[src/rtl/rast_pkg.sv]
// Shared constants and FSM encoding for the rasterizer back end.
package rast_pkg;
  localparam int FRAC     = 6;
  localparam int SCREEN_W = 320;
  localparam int SCREEN_H = 240;
  localparam int WORD_W   = 16;
  localparam int CNT_W    = 5;

  typedef enum logic [1:0] {
    IDLE  = 2'd0,
    RECV  = 2'd1,
    WRITE = 2'd2,
    CLEAR = 2'd3
  } state_t;
endpackage

[src/rtl/serial_word_rx.sv]
// MSB-first 16-bit serial deserialiser; start_i captures bit 15 and (re)starts the count.
module serial_word_rx
  import rast_pkg::*;
(
  input  logic              CLK,
  input  logic              RST,
  input  logic              start_i,
  input  logic              bit_i,
  output logic [WORD_W-1:0] word_nxt_o,
  output logic              done_o
);
  localparam logic [CNT_W-1:0] LAST_CNT = CNT_W'(WORD_W - 1);

  logic [WORD_W-1:0] word_q;
  logic [CNT_W-1:0]  cnt_q;

  // word_nxt_o is the word including this cycle's bit, so it is complete while done_o is high
  assign word_nxt_o = {word_q[WORD_W-2:0], bit_i};
  assign done_o     = !start_i && (cnt_q == LAST_CNT);

  always_ff @(posedge CLK or posedge RST) begin
    if (RST) begin
      word_q <= '0;
      cnt_q  <= '0;
    end else if (start_i) begin
      word_q <= {{(WORD_W-1){1'b0}}, bit_i};
      cnt_q  <= CNT_W'(1);
    end else if (cnt_q != '0) begin
      word_q <= word_nxt_o;
      cnt_q  <= (cnt_q == LAST_CNT) ? '0 : cnt_q + 1'b1;
    end
  end
endmodule

[src/rtl/pixel_writer.sv]
// Deserialises rasterizer pixel words into single-cycle framebuffer writes, runs the
// framebuffer clear sequence and acknowledges triangle completion once writes have drained.
module pixel_writer #(
  parameter int FRAC     = rast_pkg::FRAC,
  parameter int SCREEN_W = rast_pkg::SCREEN_W,
  parameter int SCREEN_H = rast_pkg::SCREEN_H,
  parameter int AW       = 17
) (
  input  logic          CLK,
  input  logic          RST,
  input  logic          WORD_START,
  input  logic          PX,
  input  logic          PY,
  input  logic          C,
  input  logic          PIX_VALID,
  input  logic          TRI_DONE,
  input  logic          CLEAR_REQ,
  input  logic [15:0]   BG_COLOR,
  output logic          FB_WE,
  output logic [AW-1:0] FB_ADDR,
  output logic [15:0]   FB_WDATA,
  output logic          BUSY,
  output logic          TRI_ACK,
  output logic [15:0]   DROP_CNT
);
  import rast_pkg::*;

  localparam logic [AW-1:0]            LAST_ADDR = AW'(SCREEN_W * SCREEN_H - 1);
  localparam logic signed [WORD_W-1:0] SW_S      = WORD_W'(SCREEN_W);
  localparam logic signed [WORD_W-1:0] SH_S      = WORD_W'(SCREEN_H);

  state_t            state_q, state_d;
  logic              vld_q;
  logic              pend_q;
  logic              fb_we_q;
  logic [AW-1:0]     fb_addr_q;
  logic [15:0]       fb_wdata_q;
  logic              busy_q;
  logic              ack_q;
  logic [15:0]       drop_q;

  logic              start_ok;
  logic              x_done, y_done, c_done, rx_unused;
  logic [WORD_W-1:0] x_word, y_word, c_word;
  logic signed [WORD_W-1:0] x_s, y_s;
  logic              on_screen;
  logic              vld_any;
  logic              pend_any;
  logic              drop_inc;
  logic [AW:0]       addr_w;

  // Words are only accepted where they can be received; during CLEAR they are discarded
  assign start_ok = WORD_START &&
                    ((state_q == RECV) || (state_q == WRITE) ||
                     ((state_q == IDLE) && !CLEAR_REQ));

  serial_word_rx u_rx_x (
    .CLK(CLK), .RST(RST), .start_i(start_ok), .bit_i(PX),
    .word_nxt_o(x_word), .done_o(x_done)
  );
  serial_word_rx u_rx_y (
    .CLK(CLK), .RST(RST), .start_i(start_ok), .bit_i(PY),
    .word_nxt_o(y_word), .done_o(y_done)
  );
  serial_word_rx u_rx_c (
    .CLK(CLK), .RST(RST), .start_i(start_ok), .bit_i(C),
    .word_nxt_o(c_word), .done_o(c_done)
  );

  // The three receivers run in lockstep, so only the x counter steers the FSM
  assign rx_unused = y_done ^ c_done;

  always_comb begin
    x_s       = $signed(x_word) >>> FRAC;
    y_s       = $signed(y_word) >>> FRAC;
    on_screen = !x_s[WORD_W-1] && (x_s < SW_S) && !y_s[WORD_W-1] && (y_s < SH_S);
    addr_w    = (AW+1)'(y_s) * (AW+1)'(SCREEN_W) + (AW+1)'(x_s);
    vld_any   = vld_q | PIX_VALID;
    pend_any  = pend_q | TRI_DONE;
  end

  always_comb begin
    state_d  = state_q;
    drop_inc = 1'b0;
    case (state_q)
      IDLE: begin
        if (CLEAR_REQ) begin
          state_d  = CLEAR;
          drop_inc = WORD_START;
        end else if (WORD_START) begin
          state_d = RECV;
        end
      end
      RECV: begin
        if (WORD_START) begin
          drop_inc = 1'b1;
        end else if (x_done) begin
          state_d  = WRITE;
          drop_inc = vld_any && !on_screen;
        end
      end
      WRITE: state_d = WORD_START ? RECV : IDLE;
      CLEAR: begin
        drop_inc = WORD_START;
        if (fb_addr_q == LAST_ADDR) state_d = IDLE;
      end
      default: state_d = IDLE;
    endcase
  end

  // Outputs are registered: the write is decided on the edge that captures bit 0
  always_ff @(posedge CLK or posedge RST) begin
    if (RST) begin
      state_q    <= IDLE;
      vld_q      <= 1'b0;
      pend_q     <= 1'b0;
      fb_we_q    <= 1'b0;
      fb_addr_q  <= '0;
      fb_wdata_q <= '0;
      busy_q     <= 1'b0;
      ack_q      <= 1'b0;
      drop_q     <= '0;
    end else begin
      state_q <= state_d;
      busy_q  <= (state_d != IDLE);
      ack_q   <= (state_d == IDLE) && pend_any;
      pend_q  <= pend_any && (state_d != IDLE);
      fb_we_q <= 1'b0;
      if (drop_inc && (drop_q != 16'hFFFF)) drop_q <= drop_q + 1'b1;

      case (state_q)
        IDLE: begin
          if (CLEAR_REQ) begin
            fb_we_q    <= 1'b1;
            fb_addr_q  <= '0;
            fb_wdata_q <= BG_COLOR;
          end else if (WORD_START) begin
            vld_q <= PIX_VALID;
          end
        end
        RECV: begin
          if (WORD_START) begin
            vld_q <= PIX_VALID;
          end else if (x_done) begin
            vld_q <= 1'b0;
            if (vld_any && on_screen) begin
              fb_we_q    <= 1'b1;
              fb_addr_q  <= addr_w[AW-1:0];
              fb_wdata_q <= c_word;
            end
          end else begin
            vld_q <= vld_any;
          end
        end
        WRITE: begin
          if (WORD_START) vld_q <= PIX_VALID;
        end
        CLEAR: begin
          if (fb_addr_q != LAST_ADDR) begin
            fb_we_q   <= 1'b1;
            fb_addr_q <= fb_addr_q + 1'b1;
          end
        end
        default: vld_q <= 1'b0;
      endcase
    end
  end

  assign FB_WE    = fb_we_q;
  assign FB_ADDR  = fb_addr_q;
  assign FB_WDATA = fb_wdata_q;
  assign BUSY     = busy_q;
  assign TRI_ACK  = ack_q;
  assign DROP_CNT = drop_q;
endmodule

[config.mk]
export PLATFORM = sky130hd
export DESIGN_NAME = pixel_writer
export DESIGN_NICKNAME = d
export VERILOG_FILES = /design/src/rtl/rast_pkg.sv /design/src/rtl/serial_word_rx.sv /design/src/rtl/pixel_writer.sv
export SDC_FILE = /design/constraint.sdc
export NUM_CORES = 1
export LEC_CHECK = 0
export ABC_AREA = 0
export BUFFER_PORTS_ARGS = -buffer_cell sky130_fd_sc_hd__buf_2
export CAP_MARGIN = 20
export CORE_MARGIN = 2
export CORE_UTILIZATION = 53
export DETAILED_ROUTE_END_ITERATION = 7
export GPL_ROUTABILITY_DRIVEN = 0
export PLACE_DENSITY_LB_ADDON = 0.1
export SLEW_MARGIN = 20
export SYNTH_ARGS = -nofsm -noshare
export SYNTH_HDL_FRONTEND = slang
export SYNTH_SLANG_ARGS = --single-unit
[constraint.sdc]
create_clock -name CLK -period 3.55 [get_ports CLK]
set_input_delay 0.355 -clock CLK [delete_from_list [all_inputs] [get_ports CLK]]
set_output_delay 0.355 -clock CLK [all_outputs]
set_load 0.02 [all_outputs]
== Word level (Yosys, flattened, before mapping) ==
Index checks and enable logic that the tools add are counted.
Widths: inputs -> output; s select.
Storage, ports and cells
  output and inout bits: 52
  input port bits: 25
  flip-flop bits (word level): 116
  logic and storage cells: 122
Operators by class
  mux-type cells: 48
  $add $sub $neg: 6
  reductions and logical operators: 33
  $lt $le $gt $ge: 2
  bitwise operators: 2
  $mul: 1
  eq/ne operators: 15
Operators with widths (count)
  $mux 15: 6
  $mux 17: 5
  $mux 16: 4
  $pmux 17 s3: 1
  $mux 5: 9
  $pmux 16 s2: 1
  $add 17x1->17 const B: 1
  $add 17x10->17: 1
  $eq 17x17->1 const B: 1
  $ne 17x17->1 const B: 1
  $add 16x1->16 const B: 1
  $ne 16x16->1 const B: 1
  $add 5x1->5 const B: 3
  $eq 5x4->1 const B: 3
  $reduce_bool 5->1: 3
  $mux 1: 13
  $logic_and 1x1->1: 11
  $mul 10x4->11 const B: 1
  $lt 10x10->1 const B: 1
  $lt 10x9->1 const B: 1
  $mux 2: 5
  $reduce_bool 2->1: 5
  $pmux 1 s3: 3
  $ne 2x2->1 const B: 4
  other kinds (12): 22

== Logic depth before layout (Yosys ltp) ==
Gate-level depths: netlist (run 1).
  word-level depth: 11
  depth in mapped cells: 15
  mapped depth without buffers: 15

== Modules after synthesis ==
From an unflattened synthesis (run 1), not the netlist that was laid out.
Second synthesis, totals
  cells, all modules: 709
  area total of the unflattened synthesis: 6602.6 µm²
By module, submodules not included
  pixel_writer: area each 3892.5 µm², seq. area each 1401.3 µm², times used 1, cells an instance 433
  serial_word_rx: area each 903.4 µm², seq. area each 500.5 µm², times used 3, cells an instance 92

== Worst setup path before layout (run 1) ==
No wires, ideal clock.
  path kind: reg2reg
  start point: register u_rx_y.word_q[6]
  end point: register fb_addr_q[16] (netlist: FB_ADDR[16])
  cell stages (with the launch flop): 16
  data arrival time: 3.341 ns
  clock period less this slack: 3.407 ns
  required time: 3.484 ns
  slack: 0.143 ns
  path buffers: 0
  library setup time: 0.066 ns
  cells stage by stage: dfrtp_1 ha_1 ha_1 fa_1 a21o_1 a21oi_1 o21bai_1 a21oi_1 xnor2_1 ha_1 nand2_1 nor2b_1 a211oi_1 xnor3_1 o32ai_1 a22o_1
Between the ends
  longest elaborated chain between the ends: 6
  elaborated cells on any way between the ends: 11
  classes of those cells: add/sub (1); mul (1); order compare (1); eq/ne (1); mux (4); reduce/logical (3)
RTL lines
  start: declaration: RTL line serial_word_rx.sv:14  | logic [WORD_W-1:0] word_q;
  start signal: assignment: RTL line serial_word_rx.sv:26  | word_q <= {{(WORD_W-1){1'b0}}, bit_i};
  start signal: assignment: RTL line serial_word_rx.sv:29  | word_q <= word_nxt_o;
  $mul 10x4->11: RTL line pixel_writer.sv:77  | addr_w = (AW+1)'(y_s) * (AW+1)'(SCREEN_W) + (AW+1)'(x_s);
  $add 17x10->17: RTL line pixel_writer.sv:77
  $mux 17: RTL line pixel_writer.sv:146  | if (vld_any && on_screen) begin
  $mux 17: RTL line pixel_writer.sv:144  | end else if (x_done) begin
  $mux 17: RTL line pixel_writer.sv:142  | if (WORD_START) begin
  $pmux 17 s3: RTL line pixel_writer.sv:131  | case (state_q)
  end signal: assignment: RTL line pixel_writer.sv:148  | fb_addr_q <= addr_w[AW-1:0];
  end signal: assignment: RTL line pixel_writer.sv:161  | fb_addr_q <= fb_addr_q + 1'b1;
  end: declaration: RTL line pixel_writer.sv:36  | logic [AW-1:0] fb_addr_q;
Parallel ways exist; a longest one is shown, timed or not. The select of a mux whose other input is x is not followed.
A chain may end at the register's enable or synchronous reset.

== Worst setup path in the final report (run 1) ==
Ends and elaborated chain as after synthesis.

==> results of run 1 <==
[per-layer routing]
metal / up-vias / routed length, um
met2: 153 / 7550
met4: 0 / 346
met1: 2665 / 6630
li1: 2606 / -
met5: - / 0
met3: 38 / 680
[stage by stage]
stage / total power (W) / setup TNS (ns) / std cells / worst slack, ns
global route: 0.00373 / 0 / 925 / 0.0457
CTS: 0.00363 / 0 / 925 / 0.0235
global placement: 0.00180 / 0 / 893 / 0.0522
floorplan: 0.00169 / 0 / 681 / 0.123
finish: 0.00360 / 0 / 925 / 0.292
detailed placement: 0.00181 / -0.0753 / 893 / -0.0753
[report_power, final]
part           internal (W)  switching, W  total [W]
sequential          0.00140     0.0000698    0.00147
combinational      0.000120      0.000202   0.000322
clock               0.00123      0.000589    0.00181
total               0.00274      0.000860    0.00360
[worst paths after layout]
kind / start / end / slack (ns) / depth (start not counted)
max: u_rx_y.word_q[6] / FB_ADDR[16] / 0.29 / 14
min: RST / DROP_CNT[6] / 0.08 / 2
max reg2reg: u_rx_y.word_q[6] / FB_ADDR[16] / 0.29 / 14
min reg2reg: DROP_CNT[11] / DROP_CNT[11] / 0.48 / 1
max in group asynchronous: RST / FB_ADDR[12] / 2.71 / 3
min in group CLK: TRI_DONE / pend_q / 0.17 / 2
[cells in the final DEF (no fill, tap or decap), drive strengths merged, types with 6 or more instances in the layout]
master and n:
ha 40, nand2 121, mux2 32, and3 8, nor3 13, nand3 24
a31oi 9, o22ai 6, a21oi 75, nor2 29, buf 92, nand4 7
xnor2 22, inv 25, xor2 13, clkbuf 23, a21o 7, o21ai 28
nor4 9, dfrtp 116
[area by class of cell]
class	count	area [um^2]	area share [%]
clock buffer	23	478	6.18
inverter	26	103	1.33
timing repair buffer	92	500	6.47
tap	147	184	2.38
sequential	116	2900	37.5
clock inverter	9	150	1.94
multi-input combinational	512	3420	44.2
[what timing repair did]
| item | in CTS | in global routing |
|---|---|---|
| endpoints found under the setup margin | 1 | 1 |
| pin swaps | 0 | 4 |
| resized for setup | 2 | 3 |
[logic make-up after synthesis]
kind of cell,Yosys count,synth area share [%]
AO/OA/AOI/OAI,165,15.5
adder cells (fa/ha/maj),42,8.29
XOR/XNOR,36,5.05
buffers and inverters,53,3.45
flip-flops,116,44.5
multiplexers,32,5.53
AND/OR/NAND/NOR,237,17.6
[sequential cells by signal, indices dropped and copies added, names as in the netlist]
signal,count
u_rx_y.cnt_q,5
vld_q,1
u_rx_x.word_q,15
FB_WDATA,16
DROP_CNT,16
FB_WE,1
u_rx_c.cnt_q,5
TRI_ACK,1
u_rx_y.word_q,15
pend_q,1
FB_ADDR,17
u_rx_c.word_q,15
BUSY,1
state_q,2
u_rx_x.cnt_q,5
==> summary.md, run 1 <==
| Metric | Value |
|---|---|
| Tcrit/Tclk final | `91.8%` |
| Synth Flop Type | `dfrtp_1` |
| Most common cell in the synthesized netlist | `nand2_1` |
| DP HPWL | `10600 um` |
| Async SR Flop Fraction | `100%` |
| Vias per cell | `5.90` |
| Final hold vios | `0` |
| 1st-pass router iterations | `6` |
| Synth warn | `0` |
| Row Count | `40` |
| Post-synth EDFFs | `0` |
| Die Height | `115 um` |
| Seq/Total Area, Yosys | `44.5%` |
| CP Cell Sequence | `ha_1 > ha_2 > fa_2 > a21o_1 > a21oi_2 > o21bai_1 > a21oi_1 > xnor2_1 > ha_1 > a21o_1 > a211oi_2 > xnor3_1 > o32ai_2 > a22o_1` |
| Crit path time final | `3.26 ns` |
| Clk buf depth | `2` |
| Status | `finished, final reports clean` |
| Clock transition at the registers of the reported paths | `0.05 ns` |
| Initial antenna violation count | `0` |
| Hold_buf cts | `0` |
| Antenna Cells | `0` |
| Clock Latency Late Sink | `0.42 ns` |
| Ratio of cells with drive above 1 in the final layout | `22.4%` |
| Syn Area/Cell | `9.57 um^2` |
| Wire per inst | `16.4 um` |
| Largest net degree at the start of global routing | `82` |
| Relative slew margins | `41.0%` |
| Worst vdd ir | `386 uV` |
| First-pass GRT wire length | `25500 um` |
| Max cap viols | `0` |
| Critical path required time | `3.90 ns` |
| Total CTS buffers | `17` |
| Total GRT Usage | `24.3%` |
| Worst-Margin Slew | `0.880 ns` |
| M2 GR Usage | `41.0%` |
| DRC | `0` |
| Syn_nets | `748` |
| Distinct cell type count after synthesis | `62` |
| Register bit count reported by yosys | `116` |
| Final layout net count | `832` |
| Die ar. | `0.0132 mm^2` |
| Num ports | `77` |
| Setup Buffers After CTS | `0` |
| Slew Viols, Final | `0` |
| Post-synth top cells | `121 x nand2_1, 116 x dfrtp_1, 74 x a21oi_1` |
| CP endpoint kind | `flip-flop` |
| Clock Sinks | `116` |
| Critical path class | `reg2reg` |
| Via count | `5462` |
| Worst hold slack | `0.0789 ns` |
| Die width | `115 um` |
| # port buffers | `76` |
| CP arrival | `3.61 ns` |
| RSZ-0062 raised after global routing | `no` |
| Root buffer cell | `clkbuf_16` |
| Routed WL | `15200 um` |
| Critical-path top delay cell | `dfrtp_1` |
| Final instance area | `0.00774 mm^2` |
| Setup-failing EPs final | `0` |
| 1st-iter DRT viols | `456` |
| Crit path buf inv count | `0` |
| Post-Synthesis Cells | `681` |
| CTS tree | `yes` |
| Worst path top cell family by delay | `compound AO/OA/AOI/OAI gates` |
| Leakage power | `3.60 nW` |
| Grt total ovfl | `0` |
| Mapped cell area | `0.00652 mm^2` |
| Crit Path Max Fanout | `3` |
| Worst Skew | `0.00702 ns` |
| CTS H-Tree Depth | `4` |
| Area share of the largest cell type after synthesis | `44.5%` |
| Hold Crit Class | `in2async` |
| Core area | `0.0120 mm^2` |
| Vias in the first global route | `5464` |
| Fillers | `1003` |
| Leading area contributor after synthesis | `dfrtp_1` |
| Routed Antenna Nets | `0` |
| Startpoint types | `flip-flop` |
| Top post-synthesis cells by area | `dfrtp_1 45%, ha_1 7.7%, nand2_1 7.0%, a21oi_1 5.7%, mux2_2 5.4%` |
| Starting Density | `54.3%` |
| Placed cell area | `0.00709 mm^2` |
| CP max stage delay | `0.39 ns` |
| Power Density | `465 mW/mm^2` |
| M3 GR Usage | `5.90%` |
| Most Crowded Layer GR | `met2` |
| Area Growth Syn to Fin | `18.7%` |
| Met1 usage | `30.1%` |
| Max Freq | `307 MHz` |
| Fin util | `64.4%` |
Power figures use the tool's default switching activity.
==> run 2: changes to the inputs <==
CAP_MARGIN = 0   (was 20)
CORE_UTILIZATION = 59   (was 53)
clock period = 3.27 ns   (was 3.55 ns; I/O delays follow)
==> run 2 against run 1 <==
Non-clock buffer count increased by 11. Clock skew increased by 0.0039 ns. Die area decreased by 9.8%. Register-to-register slack got worse by 0.20 ns. Worst hold slack got worse by 0.043 ns. Sequential cell count unchanged. Sequential power increased by 8%. Critical endpoint unchanged. Largest cell class unchanged.
==> summary.md, run 2 (synthesized netlist as in run 1, its figures left out) <==
| Metric | Value |
|---|---|
| Status | `finished, final reports clean` |
| Hold Crit Class | `in2reg` |
| Setup-failing EPs final | `0 (unchanged)` |
| Grt total ovfl | `0 (unchanged)` |
| Critical path class | `reg2reg` |
| Vias in the first global route | `5338 (-2.3%)` |
| DP HPWL | `10200 um (-4.1%)` |
| Clock Sinks | `116 (unchanged)` |
| DRC | `0 (unchanged)` |
| Clk buf depth | `2 (unchanged)` |
| Max Freq | `315 MHz (+2.5%)` |
| Hold Path Cell Cnt | `3` |
| Dpl ws | `-0.208 ns (-0.133 ns)` |
| Worst r2r src | `u_rx_y.word_q[6]` |
| 1st-iter DRT viols | `466 (+2.2%)` |
| RSZ-0062 raised after global routing | `yes` |
| Total GRT Usage | `27.1% (+2.7 points)` |
| Reg2reg end | `FB_ADDR[16]` |
| Final layout net count | `843 (+1.3%)` |
| Worst-Margin Slew | `0.822 ns (-0.0580 ns)` |
| Worst hold endpoint | `u_rx_y.word_q[0]` |
| Area Growth Syn to Fin | `19.4%` |
| Power share of the sequential group | `42.4% (+1.7 points)` |
| Total internal power | `0.00283 W (+3.0%)` |
| Clock Latency Late Sink | `0.53 ns (+0.11 ns)` |
| Relative slew margins | `45.2% (+4.3 points)` |
| Max cap viols | `0 (unchanged)` |
| CP endpoint kind | `flip-flop` |
| Root buffer cell | `clkbuf_8` |
| Combinational share of power | `9.6% (+0.7 points)` |
| Die Height | `109 um (-5.0%)` |
| Clock transition at the registers of the reported paths | `0.05 ns (about the same)` |
| CP arrival | `3.64 ns (+0.03 ns)` |
| Die width | `109 um (-5.0%)` |
| Via count | `5499 (+0.68%)` |
| Die ar. | `0.0119 mm^2 (-9.8%)` |
| Final WS setup | `0.0926 ns (-0.199 ns)` |
| Power Density | `482 mW/mm^2 (+3.5%)` |
| Startpoint types | `flip-flop` |
| Tcrit/Tclk final | `97.2% (+5.4 points)` |
| Commonest non-fill, non-tap cells in the layout | `120 x nand2_1, 116 x dfrtp_1, 76 x buf_2, 72 x a21oi_1, 39 x ha_1` |
| Leakage power | `3.63 nW (+0.93%)` |
| Max FFs per register | `17 (unchanged)` |
| 1st-pass router iterations | `5 (-1)` |
| Clock power share | `48.0% (-2.4 points)` |
| Vias per cell | `5.93 (+0.46%)` |
| Initial antenna violation count | `0 (unchanged)` |
| Fin cells | `927 (+0.22%)` |
| Core area | `0.0108 mm^2 (-10%)` |
| Worst R2R Path Depth | `15 (+1)` |
| First-pass GRT wire length | `25200 um (-0.97%)` |
| # port buffers | `76 (unchanged)` |
| Ratio of cells with drive above 1 in the final layout | `23.8% (+1.4 points)` |
| Wire per inst | `16.3 um (-1.1%)` |
| Final hold vios | `0 (unchanged)` |
| Num ports | `77 (unchanged)` |
| Antenna Cells | `0 (unchanged)` |
| Row Count | `38 (-5.0%)` |
| R2R setup slack | `0.09 ns (-0.20 ns)` |
| Worst Skew | `0.0109 ns (+0.00388 ns)` |
| CTS tree | `yes` |
| HP Start | `PY` |
| Crit Path Max Fanout | `3 (unchanged)` |
| Routed WL | `15100 um (-0.92%)` |
| CTS H-Tree Depth | `4 (unchanged)` |
| Routed Antenna Nets | `0 (unchanged)` |
| Crit path time final | `3.18 ns (-0.0805 ns)` |
| Commonest non-fill, non-tap cell in the layout | `nand2_1` |
| Total power | `0.00375 W (+4.1%)` |
| Psw | `0.000925 W (+7.5%)` |
| Placed cells | `895 (+0.22%)` |
| Slew Viols, Final | `0 (unchanged)` |
| Sw Ratio | `24.7% (+0.78 points)` |
| Starting Density | `60.4% (+6.1 points)` |
| Largest net degree at the start of global routing | `95 (+16%)` |
| Critical path required time | `3.74 ns (-0.16 ns)` |
| Worst vdd ir | `455 uV (+18%)` |
| Total CTS buffers | `17 (unchanged)` |
## run 2: cell types whose count changed in the layout (fill, tap and decap cells not counted), sizes merged
cell / delta
buf: +10
bufinv: -2
clkbuf: +3
clkinv: -1
clkinvlp: -1
dlygate4sd3: +1
inv: -1
## run 2: what timing repair did
item | CTS | global route
pin swaps | 6 | 11
buffers inserted | 0 | 1
endpoints found under the hold margin | 22 | 0
endpoints found under the setup margin | 1 | 2
gates resized for setup | 2 | 10
hold buffers | 1 | 0
## run 2: area by class of cell
cell class	instances	area [um^2]
multi-input combinational	512	3440
fill	795	3010
tap	140	175
clock inverter	4	70.1
sequential	116	2900
clock buffer	26	498
inverter	26	101
timing repair buffer	103	598
## run 2: critical path: stages (launching register included)
cell and delay (ns):
dfrtp_1 0.38, ha_1 0.30, ha_2 0.20, fa_2 0.34
a21o_1 0.18, a21oi_2 0.18, o21bai_1 0.09, a21oi_2 0.16
xnor2_1 0.15, ha_1 0.30, nand2_2 0.08, a21oi_1 0.05
a211oi_2 0.22, xnor3_1 0.25, o32ai_2 0.10, a22o_1 0.15
## run 2: metrics by stage
stage / area [um^2] / util, % / hold WS (ns) / TNS (ns)
final: 7790 / 72.1 / 0.0362 / 0
after global routing: 7790 / 72.1 / 0.0399 / -0.0889
after CTS: 7750 / 71.8 / 0.0266 / 0
after detailed placement: 7160 / 66.4 / 0.388 / -0.208
after global placement: 7160 / 66.4 / 0.382 / -0.117
after floorplan: 6530 / - / 0.452 / -0.0728
## run 2: how the worst max path moves through the flow
stage                             end  cells after the start  slack [ns]        startpoint
after global routing      FB_ADDR[16]                     15       -0.09  u_rx_y.word_q[6]
final                     FB_ADDR[16]                     15        0.09  u_rx_y.word_q[6]
after floorplan           FB_ADDR[16]                     15       -0.07  u_rx_y.word_q[6]
after CTS                 FB_ADDR[16]                     15       0.008  u_rx_y.word_q[6]
after global placement    FB_ADDR[16]                     15       -0.12  u_rx_y.word_q[6]
after detailed placement  FB_ADDR[16]                     15       -0.21  u_rx_y.word_q[6]
## run 2: routing by layer
metal | up-vias | global-route usage [%] | share of wire, %
met4 | 0 | 10.3 | 1.7
met5 | - | 0 | 0
met1 | 2681 | 34.6 | 43
li1 | 2625 | - | -
met2 | 170 | 45.3 | 51
met3 | 23 | 5.56 | 4.8
## run 2: power groups by stage
stage	logic, W	clock network, W	registers (W)
after detailed placement	0.000355	0	0.00161
after global placement	0.000346	0	0.00161
final	0.000360	0.00180	0.00159
after global routing	0.000396	0.00188	0.00160
after CTS	0.000365	0.00181	0.00159
after floorplan	0.000143	0	0.00169
